`src/rtl/jtbubl_work_arb_pkg.sv`:
```
// Shared definitions for the JTBUBL work-RAM arbiter: owner states and phase constants.
// Latency: n/a (definitions only).
// Backpressure: n/a (definitions only).
package jtbubl_work_arb_pkg;

   // Owner of the RAM port; the encoding is reused by the comm-RAM arbiter.
   typedef enum logic [1:0] {
      ST_IDLE = 2'd0,
      ST_MAIN = 2'd1,
      ST_SUB  = 2'd2
   } arb_state_t;

   // Phase value at which ram_q holds the owner's read data.
   localparam logic [1:0] PHASE_DATA = 2'd2;

   // {sub,main} one-hot owner flags for status output.
   function automatic logic [1:0] state_grant(input arb_state_t s);
      return {s == ST_SUB, s == ST_MAIN};
   endfunction

endpackage

```
`src/rtl/jtbubl_work_arb.sv`:
```
// Time-shares the 8kB work RAM between main and sub Z80s, one grant per CPU access.
// Latency: uncontended read data registered 2 clk after the grant edge (3 clk after cs).
// Backpressure: a requesting CPU is held in WAIT (wait_n low) until its data is registered.
module jtbubl_work_arb
   import jtbubl_work_arb_pkg::*;
#(
   parameter int AW   = 13,
   parameter int PRIO = 0
) (
   input  logic          clk,
   input  logic          rst_n,
   input  logic          main_cs,
   input  logic          main_wrn,
   input  logic [AW-1:0] main_addr,
   input  logic [7:0]    main_din,
   output logic [7:0]    main_dout,
   output logic          main_wait_n,
   input  logic          sub_en,
   input  logic          sub_cs,
   input  logic          sub_wrn,
   input  logic [AW-1:0] sub_addr,
   input  logic [7:0]    sub_din,
   output logic [7:0]    sub_dout,
   output logic          sub_wait_n,
   output logic [AW-1:0] ram_addr,
   output logic [7:0]    ram_din,
   output logic          ram_we,
   input  logic [7:0]    ram_q,
   output logic [1:0]    grant
);

   arb_state_t state_q, state_d;
   logic [1:0] phase_q, phase_d;
   logic       rdy_q, rdy_d;
   logic       wr_done_q, wr_done_d;
   logic       last_sub_q, last_sub_d;
   logic [7:0] main_dout_q, main_dout_d;
   logic [7:0] sub_dout_q, sub_dout_d;
   logic       sub_req;
   logic       state_chg;
   logic       we_c;

   // A sub CPU held in reset cannot own the RAM, even mid-access.
   assign sub_req   = sub_cs & sub_en;
   assign state_chg = (state_d != state_q);

   // Owner selection; last_sub tracks who won the previous tie so ties alternate.
   always_comb begin
      state_d    = state_q;
      last_sub_d = last_sub_q;
      case (state_q)
         ST_IDLE: begin
            if (main_cs && sub_req) begin
               if ((PRIO != 0) || last_sub_q) begin
                  state_d    = ST_MAIN;
                  last_sub_d = 1'b0;
               end else begin
                  state_d    = ST_SUB;
                  last_sub_d = 1'b1;
               end
            end else if (main_cs) begin
               state_d = ST_MAIN;
            end else if (sub_req) begin
               state_d = ST_SUB;
            end
         end
         ST_MAIN: begin
            if (!main_cs) state_d = sub_req ? ST_SUB : ST_IDLE;
         end
         ST_SUB: begin
            if (!sub_req) state_d = main_cs ? ST_MAIN : ST_IDLE;
         end
         default: state_d = ST_IDLE;
      endcase
   end

   // RAM port mux; the write strobe is gated by the owner's select so a
   // dropping request can never write, and by wr_done for one write per access.
   always_comb begin
      ram_addr = main_addr;
      ram_din  = main_din;
      we_c     = 1'b0;
      case (state_q)
         ST_MAIN: we_c = main_cs & ~main_wrn;
         ST_SUB: begin
            ram_addr = sub_addr;
            ram_din  = sub_din;
            we_c     = sub_req & ~sub_wrn;
         end
         default: we_c = 1'b0;
      endcase
      we_c = we_c & ~wr_done_q;
   end

   // Access sequencing: phase restarts on every owner change. From phase 1 on,
   // ram_q reflects the owner's address, so it is captured each edge; later
   // captures pick up data written earlier in the same access.
   always_comb begin
      phase_d     = phase_q;
      rdy_d       = rdy_q;
      wr_done_d   = wr_done_q;
      main_dout_d = main_dout_q;
      sub_dout_d  = sub_dout_q;
      if (state_chg) begin
         phase_d   = 2'd0;
         rdy_d     = 1'b0;
         wr_done_d = 1'b0;
      end else begin
         if (phase_q != PHASE_DATA) phase_d = phase_q + 2'd1;
         if (we_c) wr_done_d = 1'b1;
         if (phase_q != 2'd0) begin
            if (state_q == ST_MAIN) begin
               main_dout_d = ram_q;
               rdy_d       = 1'b1;
            end else if (state_q == ST_SUB) begin
               sub_dout_d  = ram_q;
               rdy_d       = 1'b1;
            end
         end
      end
   end

   // State registers; reset makes main win the first tie.
   always_ff @(posedge clk or negedge rst_n) begin
      if (!rst_n) begin
         state_q     <= ST_IDLE;
         phase_q     <= 2'd0;
         rdy_q       <= 1'b0;
         wr_done_q   <= 1'b0;
         last_sub_q  <= 1'b1;
         main_dout_q <= 8'hFF;
         sub_dout_q  <= 8'hFF;
      end else begin
         state_q     <= state_d;
         phase_q     <= phase_d;
         rdy_q       <= rdy_d;
         wr_done_q   <= wr_done_d;
         last_sub_q  <= last_sub_d;
         main_dout_q <= main_dout_d;
         sub_dout_q  <= sub_dout_d;
      end
   end

   assign main_wait_n = ~(main_cs & ~((state_q == ST_MAIN) & rdy_q));
   assign sub_wait_n  = ~(sub_req & ~((state_q == ST_SUB) & rdy_q));
   assign main_dout   = main_dout_q;
   assign sub_dout    = sub_dout_q;
   assign ram_we      = we_c;
   assign grant       = state_grant(state_q);

endmodule

```
`config.mk`:
```
export PLATFORM = sky130hd
export DESIGN_NAME = jtbubl_work_arb
export DESIGN_NICKNAME = d
export VERILOG_FILES = /design/src/rtl/jtbubl_work_arb_pkg.sv /design/src/rtl/jtbubl_work_arb.sv
export SDC_FILE = /design/constraint.sdc
export NUM_CORES = 1
export LEC_CHECK = 0
export BUFFER_PORTS_ARGS = -buffer_cell sky130_fd_sc_hd__buf_4
export CAP_MARGIN = 10
export CORE_UTILIZATION = 35
export CTS_BUF_LIST = sky130_fd_sc_hd__clkbuf_4 sky130_fd_sc_hd__clkbuf_8 sky130_fd_sc_hd__clkbuf_16
export CTS_CLUSTER_DIAMETER = 30
export DETAILED_ROUTE_END_ITERATION = 16
export GPL_TIMING_DRIVEN = 0
export PLACE_DENSITY = 0.68
export SLEW_MARGIN = 40
export SYNTH_ARGS = -nofsm -noshare
export SYNTH_HDL_FRONTEND = slang
export SYNTH_SLANG_ARGS = --single-unit
```
`constraint.sdc`:
```
create_clock -name clk -period 2.2 [get_ports clk]
set_input_delay 0.22 -clock clk [delete_from_list [all_inputs] [get_ports clk]]
set_output_delay 0.22 -clock clk [all_outputs]
set_load 0.03 [all_outputs]
```
==> flow_summary.json <==
{
  "status": "finished, violations left",
  "failed_checks": "negative setup slack",
  "final_max_slew_viol_count": 0,
  "ys.flop_type": "dfstp_2",
  "tritoncts": "done",
  "core_um2": 4060,
  "swShare_pct": 41.6,
  "globalplace.congestion": 0.777,
  "synth-simple-area-share_pct": 9.38,
  "path_depth": 7,
  "ant_nets": 0,
  "r2r_cells": 7,
  "routed-wl-met3_um": 282,
  "wl_met1_um": 1610,
  "die_h_um": 67.6,
  "crit_buf_inv": 1,
  "h-tree-depth": 1,
  "grt_pass1_wl_um": 6670,
  "first_pass_iters": 4,
  "place_inst": 265,
  "numCtsBuffers": 3,
  "critPathKind": "reg2reg",
  "cp_slowest_cell": "dfrtp_2",
  "setup_tns_ps": -144,
  "portBuffers": 97,
  "clkLatencyLatePin_ps": 260,
  "final_common_cell": "buf_4",
  "synth_top_family_by_area": "multiplexers",
  "synth.avg_cell_area_um2": 12.8,
  "ir_worst_vdd_mv": 0.718,
  "start_kind": "flop",
  "pwr-share-clk_pct": 7.0,
  "clock-sinks": 23,
  "antenna_found_initial": 0,
  "clockRootBuffer": "clkbuf_8",
  "crit_path_max_incr_delay_ps": 460,
  "critPathCaptureType": "flop",
  "row_count": 23,
  "syn-num-nets": 182,
  "yosys.area.top_type": "dfstp_2",
  "worst_path_dominant_cell_family": "simple AND/OR/NAND/NOR gates",
  "dr_wl_met2_um": 2520,
  "internal-power_mw": 2.16,
  "max-slew-margin-rel_pct": 77.6,
  "place_ws_ps": -258,
  "wl_per_cell_um": 15.6,
  "synthCells": 118,
  "routed.top_layer": "met4",
  "drive_gt1_share_pct": 82.1,
  "path_max_fanout": 8,
  "power.leakage_nw": 1.30,
  "syn_area_um2": 1510,
  "crit_chain": "buf_6, ha_4, a2111o_1, or3b_4, o2111ai_4, nand3b_4, mux2_4",
  "most-common-layout-cells": "buf_4, mux2_2, dfstp_2",
  "synth_top_area_share_pct": 29.6,
  "dpl_cell_area_um2": 2350,
  "clk_path_buf_depth": 2,
  "p_comb_share_pct": 69.3,
  "synthTopCellsByArea": "dfstp_2, mux2_4, mux2_2",
  "start_util_pct": 37.2,
  "setup_viol": 15,
  "yosysWarnings": 0,
  "synth.area.mux_share_pct": 32.3,
  "grt_max_degree": 24,
  "period_share_pct": 101,
  "ys_seq_area_share_pct": 39.6,
  "skew_ps": 4.02,
  "ys_types": 34,
  "antenna_cells": 0,
  "drv_cap": 0,
  "setup_ws_ps": -17.7,
  "hpwl_um": 3430,
  "synth_compound_area_share_pct": 8.46,
  "grt_pass1_vias": 1416,
  "finalPower_mw": 3.70,
  "pwr-share-seq_pct": 23.8,
  "ios": 99,
  "wirelength_um": 4440,
  "hold_path_depth": 2,
  "p_switching_mw": 1.54,
  "avgViaCountPerCell": 4.95,
  "clk_pin_slew_ps": 80,
  "hold_class": "in2reg",
  "drt_iter0_drc": 31,
  "arrival_ps": 2410,
  "rsz0062_at_grt": "true",
  "track_usage_pct": 19.7,
  "synth-async-reset-ratio_pct": 100,
  "post-route-min-period_ps": 2220,
  "syn_to_final_growth_pct": 72.1,
  "synth_xor_area_share_pct": 1.16,
  "num_vias": 1411,
  "synth_edf_count": 0,
  "layout.nets": 300,
  "die_w_um": 67.6,
  "p_per_area_nw_per_um2": 1430,
  "final_cell_area_um2": 2590,
  "finalNonFillerCells": 285,
  "synthAdderAreaFrac_pct": 5.81,
  "die_area_um2": 4570,
  "cp_data_required_time_ps": 2390,
  "worst_pin_slew_ps": 335,
  "synth-seq-cells": 23,
  "drc_errors": 0,
  "final_hold_viol_count": 0,
  "max_freq_mhz": 451,
  "grt_overflow": 0
}
cell type report:
class	instances	area, µm²
well taps	50	62.6
multi-input cells	84	958
flip-flops and latches	23	599
fillers	323	1460
plain buffers	3	23.8
clock inverters	1	5.00
clock buffers	3	41.3
inverters	7	31.3
repair buffers	114	873
Yosys cell counts, drive strengths merged (2+ instances only):
cell,instances
a21oi,2
a31oi,2
and2,2
buf,4
dfrtp,6
dfstp,17
ha,7
inv,7
mux2,37
nand2,6
nand2b,2
nand3b,2
nor2,5
o21ai,2
path summary, 6_finish.rpt:
kind | startpoint | end | slack [ps]
min in group asynchronous | rst_n | phase_q[0]$_DFFE_PN0P_ | 380
max in group asynchronous | rst_n | main_dout[1]$_DFFE_PN1P_ | 1540
hold / removal | ram_q[7] | main_dout[7]$_DFFE_PN1P_ | 200
hold reg to reg | wr_done_q$_DFFE_PN0P_ | wr_done_q$_DFFE_PN0P_ | 500
setup / recovery | state_q[1]$_DFF_PN0_ | main_dout[5]$_DFFE_PN1P_ | -20
setup reg to reg | state_q[1]$_DFF_PN0_ | main_dout[5]$_DFFE_PN1P_ | -20
kinds of logic (layout without fill, tap and decap cells):
logic type,after synthesis,after routing
xor+xnor,2,2
buf+inv,11,128
fa+ha+maj,7,7
simple gates,22,22
flops,23,23
mux,38,38
compound gates,15,15
layer usage:
layer	track usage, %	vias to the layer above
li1	-	659
met1	21.4	697
met2	37.9	51
met3	5.24	4
met4	3.46	0
met5	0	-
sequential cells by signal (all words and copies together), names as in the netlist:
| name | cells |
|---|---|
| main_dout | 8 |
| sub_dout | 8 |
| phase_q | 2 |
| state_q | 2 |
| last_sub_q | 1 |
| rdy_q | 1 |
| wr_done_q | 1 |
per-stage QoR:
stage	util [%]	hold WS [ps]
floorplan	-	-75.6
global placement	57.8	121
detailed placement	57.8	127
CTS	63.0	188
global route	64.0	186
finish	64.0	197
power groups by stage:
stage	sequential (mW)	clock, mW	combinational (mW)
2_1_floorplan	1.18	0	1.24
3_3_place_gp	0.890	0	2.12
3_5_place_dp	0.910	0	2.17
4_1_cts	0.873	0.269	2.48
5_1_grt	0.906	0.288	2.73
6_report	0.881	0.257	2.56
what timing repair did:
| action | CTS | global route |
|---|---|---|
| endpoints found under the hold margin | 6 | 0 |
| pin swaps | 5 | 1 |
| endpoints found under the setup margin | 35 | 30 |
| buffers inserted | 13 | 3 |
| hold buffers | 1 | 0 |
| gates resized for setup | 16 | 8 |
Note: power is estimated with default switching activity, not from simulation.
